## src/rtl/apb_axi_status_regs_if.sv

```systemverilog
// APB3 bus bundle for the AXI status register block.
// Master drives the request; slave returns data, ready and error.
interface apb_axi_status_regs_if;
  logic        psel;
  logic        penable;
  logic        pwrite;
  logic [31:0] paddr;
  logic [31:0] pwdata;
  logic [31:0] prdata;
  logic        pready;
  logic        pslverr;

  modport master (
    output psel, penable, pwrite, paddr, pwdata,
    input  prdata, pready, pslverr
  );

  modport slave (
    input  psel, penable, pwrite, paddr, pwdata,
    output prdata, pready, pslverr
  );
endinterface

```

## src/rtl/apb_axi_status_regs.sv

```systemverilog
// APB3 status/error register block for the AXI interconnect.
// AXI_STATUS_PERF_CNT_EN adds the AW/AR lifetime handshake counters.
module apb_axi_status_regs #(
  parameter logic [31:0] BASE_ADDR = 32'h5000_0000,
  parameter int NUM_SID = 4,
  parameter int SID_W   = 8,
  parameter int CNT_W   = 16
) (
  input  logic                     clk,
  input  logic                     rst_n,
  apb_axi_status_regs_if.slave     apb,
  input  logic                     aw_decode_err,
  input  logic                     ar_decode_err,
  input  logic [NUM_SID*SID_W-1:0] aw_sid,
  input  logic [NUM_SID*SID_W-1:0] ar_sid,
  input  logic                     aw_hs,
  input  logic                     ar_hs,
  output logic                     irq
);

  typedef enum logic [1:0] {
    IDLE,
    WAIT,
    RESP
  } state_e;

  state_e      state_q;
  logic [31:0] prdata_q;
  logic        pready_q;
  logic        pslverr_q;

  logic [1:0]  sts_q, sts_d;
  logic [1:0]  irq_en_q, irq_en_d;
  logic        irq_q, irq_d;
  logic [2:0]  aw_out_q, aw_out_d;
  logic [2:0]  ar_out_q, ar_out_d;

  logic [31:0] off;
  logic [2:0]  idx;
  logic        hit;
  logic        ro;
  logic        dis;
  logic [31:0] rd_val;
  logic        slv_err_d;
  logic [31:0] rdata_d;
  logic        commit;

`ifdef AXI_STATUS_PERF_CNT_EN
  logic [CNT_W-1:0] aw_tot_q, aw_tot_d;
  logic [CNT_W-1:0] ar_tot_q, ar_tot_d;
`endif

  assign apb.prdata  = prdata_q;
  assign apb.pready  = pready_q;
  assign apb.pslverr = pslverr_q;
  assign irq         = irq_q;

  always_comb begin
    off    = apb.paddr - BASE_ADDR;
    idx    = off[4:2];
    hit    = (apb.paddr[1:0] == 2'b00) && (off <= 32'h1C);
    ro     = 1'b0;
    dis    = 1'b0;
    rd_val = '0;
    case (idx)
      3'd0: rd_val = {30'd0, sts_q};
      3'd1: begin rd_val = 32'(aw_sid); ro = 1'b1; end
      3'd2: begin rd_val = 32'(ar_sid); ro = 1'b1; end
      3'd3: begin rd_val = 32'(aw_out_q); ro = 1'b1; end
      3'd4: begin rd_val = 32'(ar_out_q); ro = 1'b1; end
`ifdef AXI_STATUS_PERF_CNT_EN
      3'd5: rd_val = 32'(aw_tot_q);
      3'd6: rd_val = 32'(ar_tot_q);
`else
      3'd5: dis = 1'b1;
      3'd6: dis = 1'b1;
`endif
      default: rd_val = {30'd0, irq_en_q};
    endcase
    slv_err_d = !hit || (apb.pwrite && ro) || dis;
    rdata_d   = slv_err_d ? 32'd0 : rd_val;
  end

  // pslverr_q was decoded from this same address in WAIT
  assign commit = (state_q == RESP) && apb.pwrite && !pslverr_q && hit;

  always_comb begin
    sts_d[1] = (sts_q[1] & ~(commit && idx == 3'd0 && apb.pwdata[1]))
             | aw_decode_err;
    sts_d[0] = (sts_q[0] & ~(commit && idx == 3'd0 && apb.pwdata[0]))
             | ar_decode_err;
    irq_en_d = (commit && idx == 3'd7) ? apb.pwdata[1:0] : irq_en_q;
    irq_d    = |(sts_q & irq_en_q);
    aw_out_d = '0;
    ar_out_d = '0;
    for (int i = 0; i < NUM_SID; i++) begin
      aw_out_d = aw_out_d + 3'(aw_sid[i*SID_W +: SID_W] != '0);
      ar_out_d = ar_out_d + 3'(ar_sid[i*SID_W +: SID_W] != '0);
    end
  end

`ifdef AXI_STATUS_PERF_CNT_EN
  always_comb begin
    aw_tot_d = aw_tot_q;
    if (commit && idx == 3'd5)
      aw_tot_d = CNT_W'(aw_hs);
    else if (aw_hs && aw_tot_q != '1)
      aw_tot_d = aw_tot_q + CNT_W'(1);
    ar_tot_d = ar_tot_q;
    if (commit && idx == 3'd6)
      ar_tot_d = CNT_W'(ar_hs);
    else if (ar_hs && ar_tot_q != '1)
      ar_tot_d = ar_tot_q + CNT_W'(1);
  end

  always_ff @(posedge clk) begin
    if (!rst_n) begin
      aw_tot_q <= '0;
      ar_tot_q <= '0;
    end else begin
      aw_tot_q <= aw_tot_d;
      ar_tot_q <= ar_tot_d;
    end
  end
`endif

  always_ff @(posedge clk) begin
    if (!rst_n) begin
      sts_q    <= '0;
      irq_en_q <= '0;
      irq_q    <= 1'b0;
      aw_out_q <= '0;
      ar_out_q <= '0;
    end else begin
      sts_q    <= sts_d;
      irq_en_q <= irq_en_d;
      irq_q    <= irq_d;
      aw_out_q <= aw_out_d;
      ar_out_q <= ar_out_d;
    end
  end

  always_ff @(posedge clk) begin
    if (!rst_n) begin
      state_q   <= IDLE;
      prdata_q  <= '0;
      pready_q  <= 1'b0;
      pslverr_q <= 1'b0;
    end else begin
      case (state_q)
        IDLE: begin
          pready_q <= 1'b0;
          if (apb.psel && apb.penable) state_q <= WAIT;
        end
        WAIT: begin
          if (!apb.psel) begin
            state_q <= IDLE;
          end else begin
            state_q   <= RESP;
            pready_q  <= 1'b1;
            prdata_q  <= rdata_d;
            pslverr_q <= slv_err_d;
          end
        end
        default: begin
          pready_q <= 1'b0;
          state_q  <= IDLE;
        end
      endcase
    end
  end

  logic unused_ok;
`ifdef AXI_STATUS_PERF_CNT_EN
  assign unused_ok = ^{apb.pwdata[31:2], off[1:0]};
`else
  assign unused_ok = ^{apb.pwdata[31:2], off[1:0], aw_hs, ar_hs};
`endif

endmodule

```

## src/flat_wrapper.sv

```systemverilog
// flat-port wrapper written by rule: the top's interface ports become plain ports
module apb_axi_status_regs_flat 
#(
  parameter logic [31:0] BASE_ADDR = 32'h5000_0000,
  parameter int NUM_SID = 4,
  parameter int SID_W   = 8,
  parameter int CNT_W   = 16
)
  (clk, rst_n, aw_decode_err, ar_decode_err, aw_sid, ar_sid, aw_hs, ar_hs, irq, apb_psel, apb_penable, apb_pwrite, apb_paddr, apb_pwdata, apb_prdata, apb_pready, apb_pslverr);
  apb_axi_status_regs_if apb_i ();
  input  logic clk;
  input  logic rst_n;
  input  logic aw_decode_err;
  input  logic ar_decode_err;
  input  logic [NUM_SID*SID_W-1:0] aw_sid;
  input  logic [NUM_SID*SID_W-1:0] ar_sid;
  input  logic aw_hs;
  input  logic ar_hs;
  output logic irq;
  input wire logic [$bits(apb_i.psel)-1:0] apb_psel;
  input wire logic [$bits(apb_i.penable)-1:0] apb_penable;
  input wire logic [$bits(apb_i.pwrite)-1:0] apb_pwrite;
  input wire logic [$bits(apb_i.paddr)-1:0] apb_paddr;
  input wire logic [$bits(apb_i.pwdata)-1:0] apb_pwdata;
  output wire logic [$bits(apb_i.prdata)-1:0] apb_prdata;
  output wire logic [$bits(apb_i.pready)-1:0] apb_pready;
  output wire logic [$bits(apb_i.pslverr)-1:0] apb_pslverr;
  assign apb_i.psel = apb_psel;
  assign apb_i.penable = apb_penable;
  assign apb_i.pwrite = apb_pwrite;
  assign apb_i.paddr = apb_paddr;
  assign apb_i.pwdata = apb_pwdata;
  assign apb_prdata = apb_i.prdata;
  assign apb_pready = apb_i.pready;
  assign apb_pslverr = apb_i.pslverr;
  apb_axi_status_regs #(.BASE_ADDR(BASE_ADDR), .NUM_SID(NUM_SID), .SID_W(SID_W), .CNT_W(CNT_W)) u_core (.clk(clk), .rst_n(rst_n), .apb(apb_i), .aw_decode_err(aw_decode_err), .ar_decode_err(ar_decode_err), .aw_sid(aw_sid), .ar_sid(ar_sid), .aw_hs(aw_hs), .ar_hs(ar_hs), .irq(irq));
endmodule
```

## config.mk

```make
export PLATFORM = sky130hd
export DESIGN_NAME = apb_axi_status_regs_flat
export DESIGN_NICKNAME = d
export VERILOG_FILES = /design/src/rtl/apb_axi_status_regs_if.sv /design/src/rtl/apb_axi_status_regs.sv /design/src/flat_wrapper.sv
export SDC_FILE = /design/constraint.sdc
export NUM_CORES = 1
export LEC_CHECK = 0
export BUFFER_PORTS_ARGS = -buffer_cell sky130_fd_sc_hd__buf_2
export CAP_MARGIN = 20
export CORE_ASPECT_RATIO = 1.4
export CORE_MARGIN = 4
export CORE_UTILIZATION = 40
export CTS_BUF_LIST = sky130_fd_sc_hd__clkbuf_16
export DETAILED_ROUTE_END_ITERATION = 16
export PLACE_DENSITY = 0.92
export SLEW_MARGIN = 40
export SYNTH_ARGS = -nofsm -noshare
export SYNTH_HDL_FRONTEND = slang
export SYNTH_SLANG_ARGS = --single-unit
```

## constraint.sdc

```tcl
create_clock -name clk -period 2 [get_ports clk]
set_input_delay 0.2 -clock clk [delete_from_list [all_inputs] [get_ports clk]]
set_output_delay 0.2 -clock clk [all_outputs]
set_load 0.005 [all_outputs]
```

==> reports/summary.txt, run 1 <==
Critical path's slowest cell - fa_1
Area occupied by multi-input gates - 0.00122 sq mm
PostCTS Resize Cnt - 0
Post-route DRC - 0
GRT Total Usage - 0.195
FFs w/ async S/R, synth - 0
Number of H-tree levels - 2
Initial antenna violation count - 0
Fmax - 573 MHz
Routed len/inst - 14.7 microns
Post-Syn Area - 0.00225 sq mm
Slew margin rel. - 0.641
Fin nets - 539
Share of cells above drive strength 1 - 0.407
Pre-CTS setup slack - -36.1 ps
Initial DRC count - 118
DPL Wire Length - 5.53 mm
Worst setup path class - primary input to flip-flop
P_leak - 1.40 nW
Ys Warns - 0
Power density cells - 663 mW/mm^2
Max-slew violation count - 0
Largest stage delay, worst path - 410 ps
TNS Setup - 0 ps
Minimum clock period - 1740 ps
CTS root buf - clkbuf_16
Avg Inst Size Synth - 8.60 sq um
Hold Crit Class - primary input to flip-flop
Top Family by Delay on Critical Path - adder cells
Most common cell after layout, fill and taps aside - buf_2
EDFF count, synth - 0
CP Launch Type - primary input
Sequential area share after synthesis - 0.418
Detailed Routing Iterations Pass 1 - 4
WP buf/inv - 1
Post-Syn Nets - 405
Synth Register Bits - 47
Clock-pin transition on the worst setup and hold timing paths - 60 ps
ANT nets after route - 0
Die height - 96.8 microns
Via count - 2526
Worst-Skew Late Latency - 280 ps
Netlist cell types - 39
Gpl congestion - 0.809
Setup ws final - 255 ps
Max VDD drop - 0.308 mV
Filler instances - 508
Rows - 32
CTS Buf Count - 5
Crit path top cell by count - ha_1
I/O pin count - 172
Pin count of the biggest net entering global routing - 33
Actual slew at the worst max-slew pin - 539 ps
TritonCTS Sinks - 47
Unrepaired setup endpoints after global routing - no
Max-cap violation count - 0
Final Setup Violations - 0
Number of global-route vias before repair - 2549
FF/Latch Area - 941 sq um
Grt ovf - 0
Final Instance Area - 0.00315 sq mm
Status - completed
Floorplan Core Area - 0.00549 sq mm
Global-route wire length before repair - 11.0 mm
Port Buf Inserts - 139
Setup Skew - 5.56 ps
Vias per cell - 5.44
Die Area - 0.00692 sq mm
Die width - 71.4 microns
Period Utilization, post-route - 0.872
Total power - 2.09 mW
Area growth syn-to-layout - 40.0%
Synth Flop Type - dfxtp_1
Setup bufs post-CTS - 0
Crit end category - flip-flop
Critical path required time - 2170 ps
Hold buffers post-CTS - 0
Clock buffer depth - 2
Crit path DAT - 1920 ps
Initial cell density of the core - 0.411
Crit-path max FO - 2
Post-Route WL - 6.83 mm
Synthesized instance count - 262
Commonest cells after routing, fill and taps aside - buf_2, nand2_1, dfxtp_1
CP Cell Sequence - buf_2 -> nor4_1 -> nand2_1 -> ha_1 -> fa_1 -> ha_1 -> and2_1
Final Hold Viols - 0
CTS tree - yes
Placed Area - 0.00300 sq mm
Util after Layout - 0.575
Antenna diode count - 0
-- sequential cells by signal (all words and copies together) (netlist names) --
| register | cells |
|---|---|
| u_core.ar_out_q | 3 |
| u_core.sts_q | 2 |
| u_core.irq_en_q | 2 |
| u_core.apb.pslverr | 1 |
| u_core.aw_out_q | 3 |
| u_core.apb.prdata | 32 |
| u_core.apb.pready | 1 |
| u_core.state_q | 2 |
| u_core.irq | 1 |
-- kinds of logic after synthesis --
group	count (synthesis)	synth area share
AO/OA/AOI/OAI	76	0.214
AND/OR/NAND/NOR	104	0.247
multiplexers	8	0.0361
adder cells (fa/ha/maj)	6	0.0400
flip-flops	47	0.418
buffers and inverters	21	0.0461
-- power breakdown --
part           internal [mW]  total [mW]  leakage [nW]  switching [mW]
clock network          0.578       0.897        0.0811           0.320
logic                  0.118       0.243         0.941           0.124
registers              0.944       0.950         0.380         0.00544
-- Yosys cell counts, drive strengths merged, types with 2 or more instances --
library cell,number,area (sq um)
dfxtp,47,941
nand2,47,176
o21ai,35,179
a22oi,30,225
nor4,23,156
clkbuf,13,51.3
nor2,9,33.8
and2,7,43.8
mux2i,7,70.1
buf,5,41.3
ha,4,50.1
inv,3,11.3
nand3b,3,22.5
a21oi,2,10.0
a31oi,2,12.5
and4bb,2,25.0
fa,2,40.0
nand3,2,10.0
nand4,2,12.5
nor2b,2,12.5
nor3,2,10.0
o211ai,2,15.0
-- final timing paths --
path	startpoint	endpoint	slack, ps	cells past startpoint
max	aw_sid[8]	u_core.aw_out_q[1]$_SDFF_PN0_	260	7
min	apb_pwdata[0]	u_core.sts_q[0]$_SDFF_PN0_	120	2
max reg2reg	u_core.state_q[1]$_SDFFE_PN0P_	u_core.apb.prdata[6]$_SDFFE_PN0P_	330	4
min reg2reg	u_core.apb.prdata[20]$_SDFFE_PN0P_	u_core.apb.prdata[20]$_SDFFE_PN0P_	440	2
-- cell type report --
| class | count | share of cell area |
|---|---|---|
| multi-input combinational | 194 | 0.386 |
| inverter | 3 | 0.00357 |
| clock buffer | 5 | 0.0397 |
| sequential | 47 | 0.298 |
| tap | 68 | 0.0270 |
| clock inverter | 2 | 0.0107 |
| timing repair buffer | 145 | 0.235 |
-- routing by layer --
layer	vias to the layer above	routed length, microns	GRT usage
met1	1167	2580	0.219
met4	0	155	0.0738
li1	1235	-	-
met3	14	591	0.0541
met2	110	3510	0.343
met5	-	0	0
-- per-stage QoR --
step                std cells  hold WS (ps)
floorplan                 262           300
global placement          457           400
detailed placement        457           409
CTS                       464           115
global route              464           122
finish                    464           118
Note: power is estimated with default switching activity, not from simulation.
==> run 2, diff against run 1 <==
Settings changed: PLACE_DENSITY 0.92 to unset, PLACE_DENSITY_LB_ADDON set to 0.3, SKIP_LAST_GASP set to 1.
==> reports/summary.txt, run 2 (synthesis results as in run 1) <==
Worst-Skew Late Latency - 280 ps (about the same)
Setup bufs post-CTS - 0 (unchanged)
Initial cell density of the core - 0.411 (unchanged)
Crit path DAT - 2020 ps (was 1920 ps)
Max reg flops - 32 (unchanged)
Number of H-tree levels - 2 (unchanged)
Worst setup path class - primary input to flip-flop (unchanged)
Floorplan Core Area - 0.00549 sq mm (unchanged)
Unrepaired setup endpoints after global routing - no (unchanged)
Final Setup Violations - 0 (unchanged)
Die width - 71.4 microns (unchanged)
Gpl congestion - 0.767 (was 0.809)
Fin nets - 542 (was 539)
Setup Skew - 4.10 ps (was 5.56 ps)
FF/Latch Area - 941 sq um (unchanged)
Initial DRC count - 96 (was 118)
Net Sw Power - 0.464 mW (was 0.450 mW)
Most common cell after layout, fill and taps aside - buf_2 (unchanged)
Period Utilization, post-route - 0.922 (was 0.872)
Die height - 96.8 microns (unchanged)
Comb pwr share - 0.114 (was 0.116)
CTS Buf Count - 5 (unchanged)
Hold Crit Class - primary input to flip-flop (unchanged)
Clk pwr share - 0.436 (was 0.429)
Power density cells - 664 mW/mm^2 (was 663 mW/mm^2)
Antenna diode count - 0 (unchanged)
P_leak - 1.42 nW (was 1.40 nW)
Clock-pin transition on the worst setup and hold timing paths - 60 ps (about the same)
Initial antenna violation count - 0 (unchanged)
Max VDD drop - 0.377 mV (was 0.308 mV)
I/O pin count - 172 (unchanged)
Area occupied by multi-input gates - 0.00122 sq mm (unchanged)
Post-Route WL - 6.60 mm (was 6.83 mm)
Share of cells above drive strength 1 - 0.413 (was 0.407)
Switching Share - 0.220 (was 0.215)
Crit-path max FO - 2 (unchanged)
GRT Total Usage - 0.191 (was 0.195)
Util after Layout - 0.580 (was 0.575)
Max-cap violation count - 0 (unchanged)
CP Launch Type - primary input (unchanged)
Hold buffers post-CTS - 0 (unchanged)
ANT nets after route - 0 (unchanged)
Port Buf Inserts - 139 (unchanged)
Fmax - 543 MHz (was 573 MHz)
Post-route DRC - 0 (unchanged)
Filler instances - 505 (was 508)
Area growth syn-to-layout - 41.2% (was 40.0%)
Internal power - 1.65 mW (was 1.64 mW)
Clock buffer depth - 2 (unchanged)
Final Hold Viols - 0 (unchanged)
DPL Wire Length - 5.32 mm (was 5.53 mm)
Minimum clock period - 1840 ps (was 1740 ps)
Max-slew violation count - 0 (unchanged)
Commonest cells after routing, fill and taps aside - buf_2, nand2_1, dfxtp_1 (unchanged)
Status - completed (unchanged)
Crit end category - flip-flop (unchanged)
Via count - 2463 (was 2526)
Critical path required time - 2180 ps (was 2170 ps)
PostCTS Resize Cnt - 0 (unchanged)
Routed len/inst - 14.1 microns (was 14.7 microns)
Die Area - 0.00692 sq mm (unchanged)
Min Hold Slack - 109 ps (was 118 ps)
Rows - 32 (unchanged)
Actual slew at the worst max-slew pin - 549 ps (was 539 ps)
Global-route wire length before repair - 10.7 mm (was 11.0 mm)
Slew margin rel. - 0.634 (was 0.641)
Grt ovf - 0 (unchanged)
CTS tree - yes (unchanged)
Number of global-route vias before repair - 2432 (was 2549)
Reg2Reg Setup Slack - 330 ps (about the same)
Pin count of the biggest net entering global routing - 33 (unchanged)
Detailed Routing Iterations Pass 1 - 4 (unchanged)
CTS root buf - clkbuf_16 (unchanged)
Reg power frac - 0.450 (was 0.454)
Vias per cell - 5.26 (was 5.44)
TritonCTS Sinks - 47 (unchanged)
## run 2: metrics by stage
step | power, mW | TNS, ps | worst slack (ps) | instance area (sq um) | cells
2_1_floorplan | 1.06 | 0 | 265 | 2250 | 262
3_3_place_gp | 1.21 | -81.1 | -77.6 | 3020 | 460
3_5_place_dp | 1.21 | -286 | -158 | 3020 | 460
4_1_cts | 2.14 | 0 | 145 | 3180 | 468
5_1_grt | 2.20 | 0 | 59.0 | 3180 | 468
6_report | 2.11 | 0 | 157 | 3180 | 468
## run 2: layout make-up
class | instances | share of cell area
multi-input cells | 194 | 0.383
flip-flops and latches | 47 | 0.296
repair buffers | 148 | 0.240
clock buffers | 5 | 0.0393
well taps | 68 | 0.0267
clock inverters | 3 | 0.0122
inverters | 3 | 0.00354
## run 2: worst max-delay path, cell delays in order
cell	delay [ps]
buf_2	100
nor4_1	410
nand2_1	130
ha_1	330
fa_1	420
ha_1	270
and2_1	150
## run 2: final timing paths
kind                                           start                                 end  depth (start not counted)
hold reg to reg   u_core.apb.prdata[20]$_SDFFE_PN0P_  u_core.apb.prdata[20]$_SDFFE_PN0P_                          2
setup / recovery                           aw_sid[8]       u_core.aw_out_q[1]$_SDFF_PN0_                          7
hold / removal                         apb_pwdata[1]          u_core.sts_q[1]$_SDFF_PN0_                          2
setup reg to reg      u_core.state_q[1]$_SDFFE_PN0P_  u_core.apb.prdata[31]$_SDFFE_PN0P_                          4
## run 2: power by group through the flow
stage                     logic, mW  registers, mW  clock network [mW]
final                         0.241          0.949               0.921
after CTS                     0.242          0.949               0.946
after global routing          0.269          0.950               0.979
after detailed placement      0.241          0.970                   0
after floorplan              0.0929          0.968                   0
after global placement        0.237          0.970                   0
## run 2: metal layers
metal  routed length, microns  vias to the layer above  global-route usage
met5                        0                        -                   0
met4                      114                        0              0.0695
met3                      523                       11              0.0395
met2                     3460                       95               0.354
met1                     2500                     1116               0.205
li1                         -                     1241                   -
==> run 3, diff against run 2 <==
Settings changed: CORE_UTILIZATION 40 to 30.
==> reports/summary.txt, run 3 (synthesis results as in run 1) <==
Hold Crit Class - primary input to flip-flop (unchanged)
I/O pin count - 172 (unchanged)
Initial DRC count - 82 (was 96)
Fin nets - 547 (was 542)
GRT Total Usage - 0.162 (was 0.191)
Max reg flops - 32 (unchanged)
Setup Skew - 7.20 ps (was 4.10 ps)
TNS Setup - 0 ps (unchanged)
PostCTS Resize Cnt - 0 (unchanged)
Vias per cell - 5.01 (was 5.26)
Share of cells above drive strength 1 - 0.417 (was 0.413)
CP Cell Sequence - buf_2 -> nor4_1 -> buf_4 -> nand2_1 -> ha_1 -> fa_1 -> ha_1 -> and2_1 (was buf_2 -> nor4_1 -> nand2_1 -> ha_1 -> fa_1 -> ha_1 -> and2_1)
CTS tree - yes (unchanged)
Period Utilization, post-route - 0.941 (was 0.922)
Commonest cells after routing, fill and taps aside - buf_2, nand2_1, dfxtp_1 (unchanged)
DPL Wire Length - 5.76 mm (was 5.32 mm)
Initial cell density of the core - 0.308 (was 0.411)
Die Area - 0.00898 sq mm (was 0.00692 sq mm)
Pre-CTS setup slack - -218 ps (was -158 ps)
Pin count of the biggest net entering global routing - 33 (unchanged)
Gpl congestion - 0.839 (was 0.767)
Slew margin rel. - 0.621 (was 0.634)
Die width - 81.2 microns (was 71.4 microns)
Via count - 2514 (was 2463)
Antenna diode count - 0 (unchanged)
Placed Area - 0.00309 sq mm (was 0.00302 sq mm)
ANT nets after route - 0 (unchanged)
Detailed Routing Iterations Pass 1 - 4 (unchanged)
Critical path's slowest cell - fa_1 (unchanged)
Number of global-route vias before repair - 2509 (was 2432)
Number of H-tree levels - 2 (unchanged)
Actual slew at the worst max-slew pin - 568 ps (was 549 ps)
Top Family by Delay on Critical Path - adder cells (unchanged)
Worst-Skew Late Latency - 280 ps (about the same)
Critical path required time - 2180 ps (about the same)
Grt ovf - 0 (unchanged)
Unrepaired setup endpoints after global routing - no (unchanged)
Final Hold Viols - 0 (unchanged)
Clock buffer depth - 2 (unchanged)
CTS root buf - clkbuf_16 (unchanged)
P_leak - 1.42 nW (about the same)
Global-route wire length before repair - 11.6 mm (was 10.7 mm)
Largest stage delay, worst path - 390 ps (was 420 ps)
FF-to-FF path depth - 4 (unchanged)
Max-slew violation count - 0 (unchanged)
Routed len/inst - 14.1 microns (about the same)
Crit-path max FO - 2 (unchanged)
Min Hold Slack - 111 ps (was 109 ps)
Die height - 111 microns (was 96.8 microns)
Filler instances - 745 (was 505)
Max VDD drop - 0.379 mV (was 0.377 mV)
Hold Path Depth - 2 (unchanged)
Total power - 1.99 mW (was 2.11 mW)
Power density cells - 617 mW/mm^2 (was 664 mW/mm^2)
Crit path top cell by count - ha_1 (unchanged)
Post-Route WL - 7.10 mm (was 6.60 mm)
Status - completed (unchanged)
Setup ws final - 118 ps (was 157 ps)
CTS Buf Count - 5 (unchanged)
Clock-pin transition on the worst setup and hold timing paths - 60 ps (about the same)
Floorplan Core Area - 0.00731 sq mm (was 0.00549 sq mm)
Area growth syn-to-layout - 43.4% (was 41.2%)
Crit path DAT - 2060 ps (was 2020 ps)
Initial antenna violation count - 0 (unchanged)
Most common cell after layout, fill and taps aside - buf_2 (unchanged)
Post-route DRC - 0 (unchanged)
Minimum clock period - 1880 ps (was 1840 ps)
Hold buffers post-CTS - 0 (unchanged)
TritonCTS Sinks - 47 (unchanged)
Rows - 37 (was 32)
WP buf/inv - 2 (was 1)
Crit end category - flip-flop (unchanged)
CP Launch Type - primary input (unchanged)
WP depth - 8 (was 7)
Setup bufs post-CTS - 0 (unchanged)
Final Instance Area - 0.00323 sq mm (was 0.00318 sq mm)
Final Setup Violations - 0 (unchanged)
Worst setup path class - primary input to flip-flop (unchanged)
Port Buf Inserts - 139 (unchanged)
Fmax - 531 MHz (was 543 MHz)
Max-cap violation count - 0 (unchanged)
==> run 3: final timing paths <==
| path | startpoint | to | slack [ps] |
|---|---|---|---|
| worst max-delay path | aw_sid[8] | u_core.aw_out_q[1]$_SDFF_PN0_ | 120 |
| worst max register to register | u_core.state_q[1]$_SDFFE_PN0P_ | u_core.apb.prdata[25]$_SDFFE_PN0P_ | 280 |
| worst min-delay path | apb_pwdata[1] | u_core.sts_q[1]$_SDFF_PN0_ | 110 |
| worst min register to register | u_core.apb.prdata[26]$_SDFFE_PN0P_ | u_core.apb.prdata[26]$_SDFFE_PN0P_ | 450 |
==> run 3: cell type report <==
| class | count | area (sq um) | area share |
|---|---|---|---|
| Multi-Input combinational cell | 194 | 1220 | 0.377 |
| Sequential cell | 47 | 941 | 0.291 |
| Timing Repair Buffer | 153 | 801 | 0.248 |
| Clock buffer | 5 | 125 | 0.0387 |
| Tap cell | 97 | 121 | 0.0376 |
| Clock inverter | 3 | 15.0 | 0.00465 |
| Inverter | 3 | 11.3 | 0.00348 |
==> run 3: per-stage QoR <==
| step | std cells | util |
|---|---|---|
| CTS | 502 | 0.442 |
| finish | 502 | 0.442 |
| global placement | 494 | 0.423 |
| detailed placement | 494 | 0.423 |
| global route | 502 | 0.442 |
| floorplan | 262 | - |
==> run 3: power breakdown <==
group | total, mW | switching [mW] | internal (mW)
Sequential | 0.949 | 0.00532 | 0.944
Combinational | 0.250 | 0.124 | 0.126
Clock | 0.794 | 0.340 | 0.454
==> run 3: metal layers <==
layer | routed length (microns) | global-route usage | vias to the layer above
li1 | - | - | 1258
met1 | 2780 | 0.179 | 1146
met2 | 3690 | 0.298 | 100
met3 | 497 | 0.0294 | 10
met4 | 142 | 0.0552 | 0
met5 | 0 | 0 | -
